<file path="src/rtl/fifo_pkg.sv">
// -----------------------------------------------------------------------------
// fifo_pkg
// Shared definitions for the async FIFO read and write controllers.
//   FIFO_DATASIZE / FIFO_ADDRSIZE : default word and address widths
//   bin2gray / gray2bin           : pointer code conversions. Both operate on a
//                                   GRAY_MAXW-bit container. The value is
//                                   masked to 'width' bits, so narrower
//                                   pointers are zero-extended on the way in
//                                   and size-cast on the way out.
// -----------------------------------------------------------------------------
package fifo_pkg;

    localparam int FIFO_DATASIZE = 8;
    localparam int FIFO_ADDRSIZE = 4;
    localparam int GRAY_MAXW     = 32;

    // Build a mask of 'width' ones. A width of GRAY_MAXW shifts the 1 out,
    // and the subtraction then wraps to all ones.
    function automatic logic [GRAY_MAXW-1:0] width_mask(input int unsigned width);
        return (32'd1 << width) - 32'd1;
    endfunction

    // Convert a binary value to Gray code.
    function automatic logic [GRAY_MAXW-1:0] bin2gray(input logic [GRAY_MAXW-1:0] bin,
                                                      input int unsigned          width);
        logic [GRAY_MAXW-1:0] b;
        b = bin & width_mask(width);
        return b ^ (b >> 1);
    endfunction

    // Convert Gray code to binary by prefix-XOR from the MSB down.
    function automatic logic [GRAY_MAXW-1:0] gray2bin(input logic [GRAY_MAXW-1:0] gray,
                                                      input int unsigned          width);
        logic [GRAY_MAXW-1:0] g;
        logic [GRAY_MAXW-1:0] b;
        g = gray & width_mask(width);
        b[GRAY_MAXW-1] = g[GRAY_MAXW-1];
        for (int i = GRAY_MAXW - 2; i >= 0; i--) begin
            b[i] = b[i+1] ^ g[i];
        end
        return b;
    endfunction

endpackage

</file>
<file path="src/rtl/fifo_sync2.sv">
// -----------------------------------------------------------------------------
// fifo_sync2
// Two-flop synchroniser for a Gray-coded pointer crossing clock domains.
// This module is shared by the read-side and write-side controllers.
//   clk : destination clock
//   rst : synchronous reset, active-high (clears both stages)
//   d   : asynchronous input bus
//   q   : synchronised output (second stage)
// -----------------------------------------------------------------------------
module fifo_sync2
    import fifo_pkg::*;
#(
    parameter int WIDTH = FIFO_ADDRSIZE + 1
) (
    input  logic             clk,
    input  logic             rst,
    input  logic [WIDTH-1:0] d,
    output logic [WIDTH-1:0] q
);

    logic [WIDTH-1:0] q1_r;

    // The first stage may go metastable. Only the second stage is used downstream.
    always_ff @(posedge clk) begin
        if (rst) begin
            q1_r <= {WIDTH{1'b0}};
            q    <= {WIDTH{1'b0}};
        end else begin
            q1_r <= d;
            q    <= q1_r;
        end
    end

endmodule

</file>
<file path="src/rtl/fifo_rd_ctrl.sv">
// -----------------------------------------------------------------------------
// fifo_rd_ctrl
// Read-side controller of the async FIFO (rclk domain). It synchronises the
// write pointer, keeps the read pointer in binary and Gray, flags empty, and
// presents data through a first-word-fall-through output register.
//
// Ports:
//   rclk       : read clock
//   rrst       : synchronous reset, active-high
//   wptr_gray  : Gray write pointer from the wclk domain (asynchronous)
//   rptr_gray  : registered Gray read pointer to the write domain
//   raddr      : memory read address
//   mem_rdata  : combinational memory read data at raddr
//   dout       : output data register
//   dout_valid : dout holds a valid word
//   dout_ready : consumer accepts dout this cycle
//   rempty     : memory holds no unread word (output register excluded)
//
// Optional feature (macro FIFO_RD_LEVEL_EN):
//   rlevel     : synchronised word count in memory (output register excluded)
//   raempty    : rlevel <= AEMPTY_THRESH
// -----------------------------------------------------------------------------
module fifo_rd_ctrl
    import fifo_pkg::*;
#(
    parameter int DATASIZE = FIFO_DATASIZE,
    parameter int ADDRSIZE = FIFO_ADDRSIZE
`ifdef FIFO_RD_LEVEL_EN
    ,
    parameter int AEMPTY_THRESH = 2
`endif
) (
    input  logic                rclk,
    input  logic                rrst,
    input  logic [ADDRSIZE:0]   wptr_gray,
    output logic [ADDRSIZE:0]   rptr_gray,
    output logic [ADDRSIZE-1:0] raddr,
    input  logic [DATASIZE-1:0] mem_rdata,
    output logic [DATASIZE-1:0] dout,
    output logic                dout_valid,
    input  logic                dout_ready,
`ifdef FIFO_RD_LEVEL_EN
    output logic [ADDRSIZE:0]   rlevel,
    output logic                raempty,
`endif
    output logic                rempty
);

    localparam int PTRSIZE = ADDRSIZE + 1;

    logic [PTRSIZE-1:0] rq2_s;
    logic [PTRSIZE-1:0] rbin_r;
    logic [PTRSIZE-1:0] rbinnext_s;
    logic [PTRSIZE-1:0] rgraynext_s;
    logic               rinc_s;

    fifo_sync2 #(
        .WIDTH (PTRSIZE)
    ) u_wptr_sync (
        .clk (rclk),
        .rst (rrst),
        .d   (wptr_gray),
        .q   (rq2_s)
    );

    assign raddr = rbin_r[ADDRSIZE-1:0];

    // Read strobe and next pointers. A word is fetched when memory holds one and
    // the output register is empty or is being drained on this edge.
    always_comb begin
        rinc_s      = !rempty && (!dout_valid || dout_ready);
        rbinnext_s  = rbin_r + {{ADDRSIZE{1'b0}}, rinc_s};
        rgraynext_s = PTRSIZE'(bin2gray(GRAY_MAXW'(rbinnext_s), PTRSIZE));
    end

    // Read pointers and empty flag. Empty compares against the synchronised
    // write pointer, so it clears only after the synchroniser delay.
    always_ff @(posedge rclk) begin
        if (rrst) begin
            rbin_r    <= {PTRSIZE{1'b0}};
            rptr_gray <= {PTRSIZE{1'b0}};
            rempty    <= 1'b1;
        end else begin
            rbin_r    <= rbinnext_s;
            rptr_gray <= rgraynext_s;
            rempty    <= (rgraynext_s == rq2_s);
        end
    end

    // FWFT output register. A reload takes precedence over a drain, so a word
    // that is accepted while another is fetched gives one word per cycle.
    always_ff @(posedge rclk) begin
        if (rrst) begin
            dout       <= {DATASIZE{1'b0}};
            dout_valid <= 1'b0;
        end else if (rinc_s) begin
            dout       <= mem_rdata;
            dout_valid <= 1'b1;
        end else if (dout_ready && dout_valid) begin
            dout       <= dout;
            dout_valid <= 1'b0;
        end else begin
            dout       <= dout;
            dout_valid <= dout_valid;
        end
    end

`ifdef FIFO_RD_LEVEL_EN
    logic [PTRSIZE-1:0] wbin_sync_s;
    logic [PTRSIZE-1:0] level_s;

    // Words left in memory after this edge's read, modulo the pointer range.
    always_comb begin
        wbin_sync_s = PTRSIZE'(gray2bin(GRAY_MAXW'(rq2_s), PTRSIZE));
        level_s     = wbin_sync_s - rbinnext_s;
    end

    // Registered level and almost-empty flag.
    always_ff @(posedge rclk) begin
        if (rrst) begin
            rlevel  <= {PTRSIZE{1'b0}};
            raempty <= 1'b1;
        end else begin
            rlevel  <= level_s;
            raempty <= (level_s <= PTRSIZE'(AEMPTY_THRESH));
        end
    end
`endif

endmodule
</file>
<file path="config.mk">
export PLATFORM = sky130hd
export DESIGN_NAME = fifo_rd_ctrl
export DESIGN_NICKNAME = d
export VERILOG_FILES = /design/src/rtl/fifo_pkg.sv /design/src/rtl/fifo_sync2.sv /design/src/rtl/fifo_rd_ctrl.sv
export SDC_FILE = /design/constraint.sdc
export NUM_CORES = 1
export LEC_CHECK = 0
export BUFFER_PORTS_ARGS = -buffer_cell sky130_fd_sc_hd__buf_2
export CAP_MARGIN = 20
export CORE_MARGIN = 2
export CORE_UTILIZATION = 36
export CTS_CLUSTER_DIAMETER = 30
export DETAILED_ROUTE_END_ITERATION = 7
export HOLD_SLACK_MARGIN = 0.03
export SYNTH_ARGS = -nofsm -noshare
export SYNTH_HDL_FRONTEND = slang
export SYNTH_SLANG_ARGS = --single-unit
</file>
<file path="constraint.sdc">
create_clock -name rclk -period 2.61 [get_ports rclk]
set_clock_uncertainty 0.2 [all_clocks]
set_input_delay 0.522 -clock rclk [delete_from_list [all_inputs] [get_ports rclk]]
set_output_delay 0.522 -clock rclk [all_outputs]
set_load 0.02 [all_outputs]
</file>
**Word-level counts from Yosys, hierarchy flattened**

Cells that the tools add are included.

- $add $sub $neg: 1
- Equal/unequal tests: 1
- Mux-type cells: 2
- Bitwise logic cells: 1
- Reduce and logical (&&, ||, !) cells: 6

Operators with widths:

| operator | number |
|---|---|
| 5-bit by 1-bit adder with 5-bit output | 1 |
| 5-bit == test | 1 |
| 5-bit by 4-bit XOR with 5-bit output | 1 |
| 1-bit logical AND | 2 |
| 1-bit logical NOT | 2 |
| 1-bit 2-to-1 mux | 2 |
| 2-bit nonzero test | 1 |
| 1-bit logical OR | 1 |

- Register bits after elaboration: 30
- Output and inout bits: 19

**Logic depth before layout (Yosys ltp)**

Gate-level depths: netlist of run 1.

- Depth after elaboration: 6
- Mapped depth: 10

**Cells and area by module**

Synthesis of run 1 repeated with hierarchy kept, for this count alone.

- Cell total of the unflattened synthesis: 95
- Area total of the unflattened synthesis: 1029.7 µm²

Modules (own cells, without submodules):

| module | instances | cells an instance | area each (µm²) | sequential area each (µm²) |
|---|---|---|---|---|
| fifo_rd_ctrl | 1 | 75 | 767.0 | 380.4 |
| fifo_sync2 | 1 | 20 | 262.8 | 200.2 |

**Worst setup path after synthesis of run 1**

OpenSTA, ideal clock, no wires.

- Kind: input to register
- Start point: input dout_ready
- End point: register rempty
- Library setup time: 0.115 ns
- Arrival time: 2.169 ns
- Data required time: 2.295 ns
- Setup slack: 0.125 ns
- Stages on the path: 10
- Path buffers: 1
- Cell sequence: nand2b_1 nor2b_1 buf_2 ha_1 ha_1 nand3_1 xor2_1 nand2b_1 mux2i_1 a31o_1

- Word-level cells in the longest chain between the ends: 5

RTL lines:

| item | line | RTL |
|---|---|---|
| from (decl) | fifo_rd_ctrl.sv:41 | `input logic dout_ready,` |
| 1-bit logical OR | fifo_rd_ctrl.sv:71 | `rinc_s = !rempty && (!dout_valid \|\| dout_ready);` |
| 1-bit logical AND | fifo_rd_ctrl.sv:71 |  |
| via rinc_s | fifo_rd_ctrl.sv:55 | `logic rinc_s;` |
| 5-bit by 1-bit adder with 5-bit output | fifo_rd_ctrl.sv:72 | `rbinnext_s = rbin_r + {{ADDRSIZE{1'b0}}, rinc_s};` |
| 5-bit by 4-bit XOR with 5-bit output | fifo_pkg.sv:28 | `return b ^ (b >> 1);` |
| 5-bit == test | fifo_rd_ctrl.sv:86 | `rempty <= (rgraynext_s == rq2_s);` |
| to (signal assigned) | fifo_rd_ctrl.sv:86 |  |
| to (decl) | fifo_rd_ctrl.sv:46 | `output logic rempty` |

The timed path passes the listed nets, and every way through them passes these cells.
A chain may end at the register's enable or synchronous reset.

**Worst setup path in the final report of run 1**

- Start point: input dout_ready
- End point: register rempty

- Word-level cells in the longest chain between the ends: 5

RTL lines:

| item | line |
|---|---|
| 1-bit logical OR | fifo_rd_ctrl.sv:71 |
| 1-bit logical AND | fifo_rd_ctrl.sv:71 |
| 5-bit by 1-bit adder with 5-bit output | fifo_rd_ctrl.sv:72 |
| 5-bit by 4-bit XOR with 5-bit output | fifo_pkg.sv:28 |
| 5-bit == test | fifo_rd_ctrl.sv:86 |

No other way between the ends.

==> results of run 1 <==
kinds of logic after synthesis:
kind of cell,after synthesis,share of synthesized area (%)
XOR/XNOR,12,10.9
AND/OR/NAND/NOR,38,18.6
AO/OA/AOI/OAI,3,1.81
adder cells (fa/ha/maj),2,2.42
flip-flops,29,56.0
buffers and inverters,4,1.57
multiplexers,9,8.70
metrics by stage:
stage / cell area (um2) / hold slack, ns / worst slack [ns] / util (%) / power [uW]
after floorplan: 1040 / 0.214 / 0.125 / - / 761
after global placement: 1240 / 0.217 / 0.203 / 45.5 / 840
after detailed placement: 1240 / 0.223 / 0.147 / 45.5 / 849
after CTS: 1310 / 0.193 / 0.467 / 48.1 / 1150
after global routing: 1310 / 0.190 / 0.290 / 48.1 / 1210
final: 1310 / 0.210 / 0.489 / 48.1 / 1130
state kept, by name, indices dropped and copies added (netlist names):
name and count:
rptr_gray 5, rempty 1, rbin_r 4, dout 8, dout_valid 1, u_wptr_sync.q 5, u_wptr_sync.q1_r 5
power breakdown:
part,internal [uW],total (uW),switching [uW],leakage (uW)
logic,137,312,175,0.000340
registers,497,523,26.0,0.000238
clock network,156,300,144,0.0000413
total,790,1130,345,0.000619
placed cells by master (no fill, tap or decap), drive strengths merged, types with 3 or more instances in the layout:
master	count
buf	36
dfxtp	29
nor2	15
nor2b	14
mux2i	9
xnor2	7
clkbuf	7
xor2	5
nand2	4
nand2b	3
layout make-up:
| cell class | count | area, um2 | area share (%) |
|---|---|---|---|
| well taps | 31 | 38.8 | 2.95 |
| flip-flops and latches | 29 | 581 | 44.2 |
| clock buffers | 7 | 65.1 | 4.95 |
| multi-input cells | 64 | 439 | 33.4 |
| repair buffers | 36 | 185 | 14.1 |
| clock inverters | 1 | 5.00 | 0.381 |
per-layer routing:
metal | global-route usage (%) | up-vias | part of all wire, %
met3 | 6.03 | 2 | 7.5
met5 | 0 | - | 0
met1 | 11.3 | 315 | 41
li1 | - | 386 | -
met4 | 6.98 | 0 | 1.5
met2 | 19.5 | 21 | 50
critical path, cell delays in order:
cell and delay [ns]:
buf_2 0.09, nand2b_1 0.14, nor2b_1 0.14, ha_1 0.22, ha_1 0.24, xor2_1 0.30
xnor2_1 0.18, o21ai_1 0.10, a31o_1 0.20
worst max-delay path by stage:
stage / start / to / cells past startpoint
4_1_cts: dout_valid / rempty / 10
5_1_grt: dout_valid / rempty / 10
3_5_place_dp: dout_ready / rempty / 11
3_3_place_gp: dout_ready / rempty / 9
2_1_floorplan: dout_ready / rempty / 10
6_report: dout_ready / rempty / 9
==> impl_metrics.ini, run 1 <==
[pwr]
power_leakage_uw = 0.000619
vdd_drop_max_v = 0.000628
power_density_nw_per_um2 = 864

[logic_synthesis]
ys_warn_count = 0
synth-seq-cells = 29
synthTopCellsByArea = dfxtp_1 (56%), mux2i_1 (8.7%), nor2b_1 (8.5%)
synth_ff_type = dfxtp_1
synth.most_common_cell = dfxtp_1
yosys.cell_types.count = 17
synth-seq-area-share_pct = 56.0
synth_area_leader_cell = dfxtp_1
syn_area_um2 = 1040
synth_edf_count = 0
synthCells = 97
synthArstFlopShare_pct = 0
ys_top_cells_by_count = dfxtp_1 (29), nor2_1 (15), nor2b_1 (14), mux2i_1 (9), xnor2_1 (7)
syn-num-nets = 115
syn_avg_cell_area_um2 = 10.7
yosys.area.top_type_share_pct = 56.0

[sta]
tightest_slew_ns = 0.498
rsz0062_at_grt = false
finalCriticalPeriod_ns = 2.12
max_freq_mhz = 471
slew_viol_final = 0
tns_ns = 0
slew_headroom_pct = 66.8
hold_viol = 0
period_share_pct = 81.3
setup_viol = 0

[clocking]
cts_hold_buf = 0
root_buffer = clkbuf_4
cts_resized = 0
cts_buffers = 5
post-cts-setup-buffers = 0
clockBufferDepth = 2
clock_sinks = 29
clk_pin_slew_worst_paths_ns = 0.09
htree_num_levels = 2
cts_tree = built
clock_latency_ns = 0.32

[worst_setup_path]
worstPathArrival_ns = 2.13
r2r_end = rempty
reg2reg_depth = 10
regToRegSetupSlack_ns = 0.50
path_class = input pin to flop
cp_max_fo = 3
crit_path_start_kind = input pin
crit_required_ns = 2.62
critPathCaptureType = flop
r2r-start = dout_valid

[detailed_routing]
wl_per_cell_um = 10.0
drt-total-wl_um = 1690
first_iter_violations = 16
final_antenna_net_count = 0
vias = 724
routed_via_density = 4.31
post-route-drc-count = 0
first_pass_iters = 3

[run]
max_cap_viol_count = 0

[die]
die_w_um = 57.6
die_h_um = 57.6
rows = 19
die_area_um2 = 3320
io_pins = 35
core_um2 = 2730
start_util_pct = 37.9

[placement]
numPortBuffers = 34
dp.cells = 160
place_congestion = 0.724
dp_hpwl_um = 1240

[global_routing]
antenna_found_initial = 0
grt_pass1_vias = 696
grt_first_pass_wirelength_um = 2770
overflow = 0
grt_max_degree = 30
grt.total_usage_pct = 11.6

[worst_hold_path]
hold_depth = 2
holdPathEnd = u_wptr_sync.q1_r[0]
min-delay-path-class = input pin to flop
min_from = wptr_gray[0]

[layout]
antenna_cells = 0
drive_gt1_share_pct = 33.6
areaGrowthSynthToFinish_pct = 26.8
nNetsFinal = 154
final_cells = 168
n_fill_cell = 261

[status]
status = completed
Power figures use the tool's default switching activity.
==> run 2, diff against run 1 <==
- clock period: 2.61 -> 2.02 ns (I/O delays scaled with it)
==> run 2 against run 1 <==
Effect of this change: critical path depth is 1 lower; flip-flop and latch count did not move; clock power increased by 9.0%; via count up 4.3%; non-clock buffer count grew 2; largest cell class unchanged.
==> impl_metrics.ini, run 2 (same netlist as run 1, synthesis figures left out) <==
[detailed_routing]
routed_via_density = 4.44
vias = 755
final_antenna_net_count = 0
first_iter_violations = 11
wl_per_cell_um = 10.8
post-route-drc-count = 0
first_pass_iters = 4
drt-total-wl_um = 1830

[global_routing]
overflow = 0
antenna_found_initial = 0
grt_first_pass_wirelength_um = 3030
grt_pass1_vias = 722
grt_max_degree = 30
grt.total_usage_pct = 12.6

[worst_hold_path]
min_from = wptr_gray[2]
hold_depth = 2
min-delay-path-class = input pin to flop

[layout]
regArea_um2 = 582
nNetsFinal = 156
areaGrowthSynthToFinish_pct = 32.7
largest_reg_flops = 8
layout_commonest_cell = buf_2
antenna_cells = 0
final_cell_mix = buf_2 (34), dfxtp_1 (28), nor2_1 (15)
n_fill_cell = 270
drive_gt1_share_pct = 40.3
top_register = dout
fin_area_um2 = 1380
multi_input_area_um2 = 499

[pwr]
power_switching_uw = 476
p_clk_share_pct = 22.4
combPwrFrac_pct = 30.5
power_density_nw_per_um2 = 1060
p_sw_share_pct = 32.5
vdd_drop_max_v = 0.000613
power_leakage_uw = 0.000629
p_int_uw = 987
seqPwrFrac_pct = 47.1

[worst_setup_path]
startpoint = dout_valid
r2r-start = dout_valid
crit_required_ns = 2.04
path_class = flop to flop
reg2reg_depth = 8
cp_max_fo = 3
crit_path_start_kind = flop
max_stage_delay_ns = 0.36
critPathCaptureType = flop
worstPathArrival_ns = 1.93
slowest_stage = dfxtp_2
cp_cell_sequence = nand2b_4, nor2b_4, ha_4, ha_4, xnor2_1, xnor2_1, xor2_1, a31o_1

[die]
rows = 19
die_area_um2 = 3320
io_pins = 35
core_um2 = 2730
die_w_um = 57.6
die_h_um = 57.6
start_util_pct = 37.9

[run]
max_cap_viol_count = 0

[sta]
finalCriticalPeriod_ns = 1.91
rsz0062_at_grt = false
max_freq_mhz = 524
slew_viol_final = 0
setup_slack_ns = 0.113
tightest_slew_ns = 0.484
hold_viol = 0
finalHoldWorstSlack_ns = 0.0843
period_share_pct = 94.4
slew_headroom_pct = 67.7
setup_viol = 0

[clocking]
cts_tree = built
cts_buffers = 5
htree_num_levels = 2
clock_latency_ns = 0.32
root_buffer = clkbuf_4
clock_sinks = 29
cts_resized = 0
clockBufferDepth = 2
post-cts-setup-buffers = 0
cts_hold_buf = 0
clk_pin_slew_worst_paths_ns = 0.09

[placement]
dp_slack_ns = -0.158
dpl_cell_area_um2 = 1310
numPortBuffers = 34
dp_hpwl_um = 1420
place_congestion = 0.780

[status]
status = completed
==> run 2: cell count changes in the layout (fill, tap and decap cells not counted), sizes merged <==
cell,change
clkinvlp,+1
buf,+2
clkinv,+1
clkbuf,-2
==> run 2: per-stage QoR <==
stage,instances,setup TNS [ns],util (%),power [uW]
global route,170,0,50.3,1570
global placement,162,-0.254,48.0,1130
detailed placement,162,-0.276,48.0,1150
floorplan,97,-0.116,-,1030
CTS,170,0,50.0,1480
finish,170,0,50.3,1460
==> run 2: critical path, delay by kind of cell, from the launching register on <==
kind	cells	cell delay, ns
AO/OA/AOI/OAI	1	0.21
XOR/XNOR	3	0.50
adder cells (fa/ha/maj)	2	0.36
flip-flops	1	0.36
AND/OR/NAND/NOR	2	0.19
==> run 2: metal layers <==
metal	share of wire [%]	global-route usage, %	vias up
li1	-	-	384
met1	38	13.0	338
met2	52	20.9	25
met3	7.0	4.69	8
met4	2.8	8.97	0
met5	0	0	-
==> run 2: final cells by class <==
| class | instances | area share (%) |
|---|---|---|
| repair buffers | 38 | 14.6 |
| multi-input cells | 64 | 36.3 |
| clock buffers | 5 | 2.73 |
| clock inverters | 3 | 1.27 |
| well taps | 31 | 2.82 |
| flip-flops and latches | 29 | 42.3 |
==> run 2: path summary, 6_finish.rpt <==
check                           slack [ns]                  end
worst min-delay path                  0.08  u_wptr_sync.q1_r[2]
worst max-delay path                  0.11               rempty
worst max register to register        0.11               rempty
worst min register to register        0.25     u_wptr_sync.q[0]
==> run 2: power groups by stage <==
stage | registers [uW] | clock network (uW) | logic, uW
final | 690 | 327 | 446
after CTS | 689 | 343 | 452
after floorplan | 774 | 0 | 252
after global routing | 699 | 385 | 487
after detailed placement | 702 | 0 | 450
after global placement | 697 | 0 | 435
